==> src/rtl/wb_datapath_regs_if.sv <==
// Wishbone classic slave-side bundle for the datapath register window.
// The SoC side drives the request; the register block returns ack and read data.
interface wb_datapath_regs_if;
    logic        cyc;
    logic        stb;
    logic        we;
    logic [3:0]  sel;
    logic [31:0] adr;
    logic [31:0] dat_w;
    logic        ack;
    logic [31:0] dat_r;

    modport master (
        output cyc, stb, we, sel, adr, dat_w,
        input  ack, dat_r
    );

    modport slave (
        input  cyc, stb, we, sel, adr, dat_w,
        output ack, dat_r
    );
endinterface

==> src/rtl/wb_datapath_regs.sv <==
// Wishbone-mapped 8 x 32-bit register file with a three-stage add/sub engine,
// status/result readback and a level completion interrupt.
module wb_datapath_regs #(
    parameter logic [31:0] BASE_ADDR = 32'h3000_0000,
    parameter int unsigned NREGS     = 8
) (
    input  logic                      wb_clk_i,
    input  logic                      wb_rst_i,
    wb_datapath_regs_if.slave         wbs,
    output logic                      irq_o
);

    localparam logic [1:0] StIdle = 2'd0;
    localparam logic [1:0] StExec = 2'd1;
    localparam logic [1:0] StWb   = 2'd2;

    localparam logic [5:0] OffCtrl   = 6'h00;
    localparam logic [5:0] OffStatus = 6'h01;
    localparam logic [5:0] OffResult = 6'h02;

    logic        ack_q;
    logic [31:0] dat_q;
    logic        wr_q;
    logic [5:0]  woff_q;
    logic [3:0]  wsel_q;
    logic [31:0] wdat_q;

    logic [1:0]  state_q;
    logic [31:0] a_q;
    logic [31:0] b_q;
    logic        op_q;
    logic [2:0]  rd_q;
    logic [31:0] res_q;
    logic        flag_q;

    logic [31:0] result_q;
    logic        carry_q;
    logic        done_q;
    logic        overrun_q;
    logic        irq_en_q;
    logic [7:0]  count_q;
    logic        irq_q;
    logic [31:0] rf_q [NREGS];

    logic        hit;
    logic [5:0]  off;
    logic        req;
    logic        busy;
    logic [31:0] rd_data;
    logic [31:0] wmask;
    logic [31:0] wdat_m;
    logic        commit;
    logic        ctrl_wr;
    logic        status_wr;
    logic        rf_wr;
    logic [2:0]  widx;
    logic        start;
    logic [32:0] sum;

    assign hit  = (wbs.adr & 32'hFFFF_FF00) == BASE_ADDR;
    assign off  = wbs.adr[7:2];
    assign req  = wbs.cyc & wbs.stb & hit & ~ack_q;
    assign busy = state_q != StIdle;

    assign wbs.ack   = ack_q;
    assign wbs.dat_r = dat_q;
    assign irq_o     = irq_q;

    // Writes are latched at request time and applied during the ack cycle.
    assign wmask     = {{8{wsel_q[3]}}, {8{wsel_q[2]}}, {8{wsel_q[1]}}, {8{wsel_q[0]}}};
    assign wdat_m    = wdat_q & wmask;
    assign commit    = ack_q & wr_q;
    assign ctrl_wr   = commit && (woff_q == OffCtrl);
    assign status_wr = commit && (woff_q == OffStatus);
    assign rf_wr     = commit && (woff_q[5:3] == 3'b010);
    assign widx      = woff_q[2:0];
    assign start     = ctrl_wr & wdat_m[0];

    // Subtract as A + ~B + 1; the carry flag is then inverted into a borrow.
    assign sum = {1'b0, a_q} + {1'b0, (op_q ? ~b_q : b_q)} + {32'b0, op_q};

    always_comb begin
        rd_data = '0;
        if (off == OffCtrl) begin
            rd_data = {19'b0, irq_en_q, 12'b0};
        end else if (off == OffStatus) begin
            rd_data = {16'b0, count_q, 4'b0, overrun_q, carry_q, done_q, busy};
        end else if (off == OffResult) begin
            rd_data = result_q;
        end else if (off[5:3] == 3'b010) begin
            rd_data = rf_q[off[2:0]];
        end
    end

    always_ff @(posedge wb_clk_i) begin
        if (wb_rst_i) begin
            ack_q     <= 1'b0;
            dat_q     <= '0;
            wr_q      <= 1'b0;
            woff_q    <= '0;
            wsel_q    <= '0;
            wdat_q    <= '0;
            state_q   <= StIdle;
            a_q       <= '0;
            b_q       <= '0;
            op_q      <= 1'b0;
            rd_q      <= '0;
            res_q     <= '0;
            flag_q    <= 1'b0;
            result_q  <= '0;
            carry_q   <= 1'b0;
            done_q    <= 1'b0;
            overrun_q <= 1'b0;
            irq_en_q  <= 1'b0;
            count_q   <= '0;
            irq_q     <= 1'b0;
            rf_q      <= '{default: '0};
        end else begin
            ack_q <= req;
            wr_q  <= req & wbs.we;
            dat_q <= (req && !wbs.we) ? rd_data : 32'h0;
            if (req) begin
                woff_q <= off;
                wsel_q <= wbs.sel;
                wdat_q <= wbs.dat_w;
            end

            irq_q <= done_q & irq_en_q;

            if (ctrl_wr && wsel_q[1]) begin
                irq_en_q <= wdat_m[12];
            end
            if (start && busy) begin
                overrun_q <= 1'b1;
            end
            if (status_wr && wsel_q[0]) begin
                if (wdat_m[1]) done_q <= 1'b0;
                if (wdat_m[3]) overrun_q <= 1'b0;
            end

            // The datapath owns rd during write-back; a colliding bus write loses.
            if (rf_wr && widx != 3'd0 && !(state_q == StWb && widx == rd_q)) begin
                rf_q[widx] <= (rf_q[widx] & ~wmask) | wdat_m;
            end

            case (state_q)
                StIdle: begin
                    if (start) begin
                        a_q     <= rf_q[wdat_m[7:5]];
                        b_q     <= rf_q[wdat_m[10:8]];
                        op_q    <= wdat_m[11];
                        rd_q    <= wdat_m[4:2];
                        state_q <= StExec;
                    end
                end
                StExec: begin
                    res_q   <= sum[31:0];
                    flag_q  <= sum[32] ^ op_q;
                    state_q <= StWb;
                end
                StWb: begin
                    if (rd_q != 3'd0) begin
                        rf_q[rd_q] <= res_q;
                    end
                    result_q <= res_q;
                    carry_q  <= flag_q;
                    done_q   <= 1'b1;
                    count_q  <= count_q + 8'd1;
                    state_q  <= StIdle;
                end
                default: state_q <= StIdle;
            endcase
        end
    end

endmodule
==> src/flat_wrapper.sv <==
// flat-port wrapper written by rule: the top's interface ports become plain ports
module wb_datapath_regs_flat 
#(
    parameter logic [31:0] BASE_ADDR = 32'h3000_0000,
    parameter int unsigned NREGS     = 8
)
  (wb_clk_i, wb_rst_i, irq_o, wbs_cyc, wbs_stb, wbs_we, wbs_sel, wbs_adr, wbs_dat_w, wbs_ack, wbs_dat_r);
  wb_datapath_regs_if wbs_i ();
  input  logic wb_clk_i;
  input  logic wb_rst_i;
  output logic irq_o;
  input wire logic [$bits(wbs_i.cyc)-1:0] wbs_cyc;
  input wire logic [$bits(wbs_i.stb)-1:0] wbs_stb;
  input wire logic [$bits(wbs_i.we)-1:0] wbs_we;
  input wire logic [$bits(wbs_i.sel)-1:0] wbs_sel;
  input wire logic [$bits(wbs_i.adr)-1:0] wbs_adr;
  input wire logic [$bits(wbs_i.dat_w)-1:0] wbs_dat_w;
  output wire logic [$bits(wbs_i.ack)-1:0] wbs_ack;
  output wire logic [$bits(wbs_i.dat_r)-1:0] wbs_dat_r;
  assign wbs_i.cyc = wbs_cyc;
  assign wbs_i.stb = wbs_stb;
  assign wbs_i.we = wbs_we;
  assign wbs_i.sel = wbs_sel;
  assign wbs_i.adr = wbs_adr;
  assign wbs_i.dat_w = wbs_dat_w;
  assign wbs_ack = wbs_i.ack;
  assign wbs_dat_r = wbs_i.dat_r;
  wb_datapath_regs #(.BASE_ADDR(BASE_ADDR), .NREGS(NREGS)) u_core (.wb_clk_i(wb_clk_i), .wb_rst_i(wb_rst_i), .wbs(wbs_i), .irq_o(irq_o));
endmodule
==> config.mk <==
export PLATFORM = sky130hd
export DESIGN_NAME = wb_datapath_regs_flat
export DESIGN_NICKNAME = d
export VERILOG_FILES = /design/src/rtl/wb_datapath_regs_if.sv /design/src/rtl/wb_datapath_regs.sv /design/src/flat_wrapper.sv
export SDC_FILE = /design/constraint.sdc
export NUM_CORES = 2
export LEC_CHECK = 0
export BUFFER_PORTS_ARGS = -buffer_cell sky130_fd_sc_hd__buf_2
export CORE_MARGIN = 3
export CORE_UTILIZATION = 50
export DETAILED_ROUTE_END_ITERATION = 12
export GPL_ROUTABILITY_DRIVEN = 1
export PLACE_DENSITY = 0.67
export SLEW_MARGIN = 20
export SYNTH_ARGS = -nofsm -noshare
export SYNTH_HDL_FRONTEND = slang
export SYNTH_SLANG_ARGS = --single-unit
==> constraint.sdc <==
create_clock -name wb_clk_i -period 4.25 [get_ports wb_clk_i]
set_input_delay 0.6375 -clock wb_clk_i [delete_from_list [all_inputs] [get_ports wb_clk_i]]
set_output_delay 0.6375 -clock wb_clk_i [all_outputs]
set_load 0.005 [all_outputs]
==> impl_metrics.toml <==
[status]
outcome = "finished clean"

[clock_tree]
cts_hold_buffers = 0
clock_path_buffers = 3
cts_root_buf = "clkbuf_16"
cts_tree = "built"
cts_setup_buffers = 0
numCtsBuffers = 52
htreeDepth = 2
clkLatencyLatePin_ns = 0.62
clk_pin_slew_ns = 0.06
clock-sinks = 480
postCtsResizedCells = 0

[finish]
area_growth_pct = 9.98
n_fill_cell = 4819
n_antenna_cell = 0
finalNetCount = 3137
multi_input_area_um2 = 17400
drive_above_1_share_pct = 20.3
regArea_um2 = 9630
layoutNonFillerInstCount = 3821

[global_routing]
grt.overflow.total = 0
grt_max_degree = 119
grt_pass1_wl_um = 154000
grt_usage_pct = 34.1
antenna_found_initial = 1
grt_pass1_vias = 25100

[logic_synthesis]
ys_top_cells_by_area = "dfxtp_1, mux4_2, nor2_1, a21oi_1, a211oi_1"
yosysTopAreaCell = "dfxtp_1"
yosysTopAreaCellShare_pct = 34.1
synth_ff_type = "dfxtp_1"
ys_top_cells_by_count = "nor2_1, dfxtp_1, nand2_1"
syn-num-nets = 3199
synth_most_common_cell = "nor2_1"
syn_avg_cell_area_um2 = 9.11
syn_inst = 3093
synth-seq-cells = 480
ys_seq_area_share_pct = 34.1
synth_enable_flop_cells = 0
async_reset_ff_share_pct = 0
synth_cell_types = 70
yosysWarnings = 0
synth_area_um2 = 28200

[drt]
detail-route-antenna-nets = 0
firstDrtPassIters = 8
vias = 26000
viasPerCell = 6.81
post_drt_wl_per_cell_um = 27.0
maxUsedRoutingLayer = "met5"
drt-met1-wl_um = 40000
drtIter0Drc = 3199
dr_wl_met2_um = 45100
wl_met3_um = 13000
routed_wl_um = 103000
drc = 0

[sta]
setup_viol = 0
max_freq_ghz = 0.289
tightestPinTransition_ns = 1.13
hold_violations = 0
fin_crit_sh_pct = 81.3
finalSetupTns_ns = 0
rsz0062_at_grt = "false"
skew_ns = 0.0230
slew_violations = 0
worst_slew_margin_rel_pct = 24.9
finalCriticalPeriod_ns = 3.46

[worst_hold_path]
hp-start = "wbs_dat_w[18]"
hold_class = "in -> reg"

[run]
cap_violations = 0

[floorplan]
io_pins = 107
dieHeight_um = 243
core_um2 = 55400
start_util_pct = 50.8
die_w_um = 243
dieArea_um2 = 59200
fp-row-count = 86

[placed_design]
gp_congestion = 0.932
portBuffers = 104
dp_hpwl_um = 63500
dp.cells = 3725

[setup_path]
cp.required_ns = 4.74
path_max_fanout = 14
crit_type = "reg -> reg"
setup.worst_path.end_class = "flip-flop"
arrival_ns = 3.95
crit_start = "u_core.op_q"
cp-start-kind = "flip-flop"
timing.rr.start = "u_core.op_q"

[power]
irDropWorstVdd_mv = 0.285
p_per_area_nw_per_um2 = 306
power_leakage_nw = 11.1
==> layout by cell type, fill, tap and decap left out, drive strengths merged, types with 7 or more instances in the layout <==
master	instances
a22o	16
a31oi	14
nor2b	38
nor4	10
clkinv	7
mux2	31
or3	9
xor2	45
a211oi	170
nand2	295
nand3	82
dfxtp	480
a22oi	20
mux4	256
mux2i	54
nor2	584
nor3	14
o21a	35
a311oi	64
ha	32
buf	181
clkbuf	84
o21bai	7
a222oi	10
a21oi	319
xnor2	20
and3	12
o21ai	83
nand4	15
inv	15
a21o	14
==> power by group <==
part | switching [W] | internal (W) | leakage, nW | total (W)
sequential | 0.00000000127 | 0.00450 | 3.87 | 0.00450
combinational | 0.000188 | 0.0000812 | 6.38 | 0.000269
clock | 0.00194 | 0.00278 | 0.877 | 0.00472
total | 0.00212 | 0.00736 | 11.1 | 0.00949
==> worst max-delay path, cell delays in order, from the launching register on <==
cell and delay, ns:
dfxtp_2 0.61, xor2_1 0.24, inv_1 0.08, fa_1 0.39, nor2b_1 0.21, o2111ai_1 0.22, a21oi_1 0.37, nor3_2 0.14
o41ai_4 0.57, o32ai_2 0.14, xnor2_1 0.14, a22o_1 0.22
==> cell families (layout without fill, tap and decap cells) <==
logic type | count (synthesis) | in the layout | synth area share [%]
xor gates and xnor gates | 65 | 65 | 2.02
and+or+nand+nor | 1088 | 1088 | 16.2
buffers and inverters | 310 | 290 | 4.44
DFF | 480 | 480 | 34.1
adders and majority gates | 33 | 33 | 1.49
AOI/OAI and AO/OA | 776 | 776 | 18.1
muxes | 341 | 341 | 23.6
==> worst paths after layout <==
path,endpoint,cells past startpoint,slack (ns)
min,u_core.wdat_q[18],3,0.27
max,u_core.res_q[28],11,0.79
max reg2reg,u_core.res_q[28],11,0.79
min reg2reg,u_core.wdat_q[26],2,0.47
==> layout make-up <==
type / count / area share, %
multi-input cells: 2303 / 56.1
flip-flops and latches: 480 / 31.1
clock buffers: 84 / 5.24
repair buffers: 181 / 3.88
well taps: 748 / 3.02
clock inverters: 12 / 0.473
inverters: 13 / 0.158
==> through the flow <==
step / cell area, um2 / setup WS [ns] / hold slack, ns / power, W / utilization (%)
floorplan: 28200 / 1.20 / 0.422 / 0.00475 / -
global placement: 29200 / 0.904 / 0.446 / 0.00485 / 52.7
detailed placement: 29200 / 0.854 / 0.453 / 0.00486 / 52.7
CTS: 31000 / 0.848 / 0.242 / 0.00950 / 55.9
global route: 31000 / 0.711 / 0.263 / 0.00971 / 55.9
finish: 31000 / 0.794 / 0.266 / 0.00949 / 55.9
==> per-layer routing <==
metal  vias to the layer above  track usage, %
met5                         -            1.23
met4                         2            16.0
met3                       377            8.49
met2                      1804            52.0
met1                     12600            45.6
li1                      11300               -
==> registers in the layout, summed over array words and instances, names as in the netlist, 6 cells and up <==
register and cells:
u_core.a_q 32, u_core.wbs.dat_r 32, u_core.b_q 32, u_core.rf_q 256, u_core.woff_q 6, u_core.res_q 32, u_core.wdat_q 32, u_core.result_q 32
u_core.count_q 8
(Power assumes the default switching activity.)
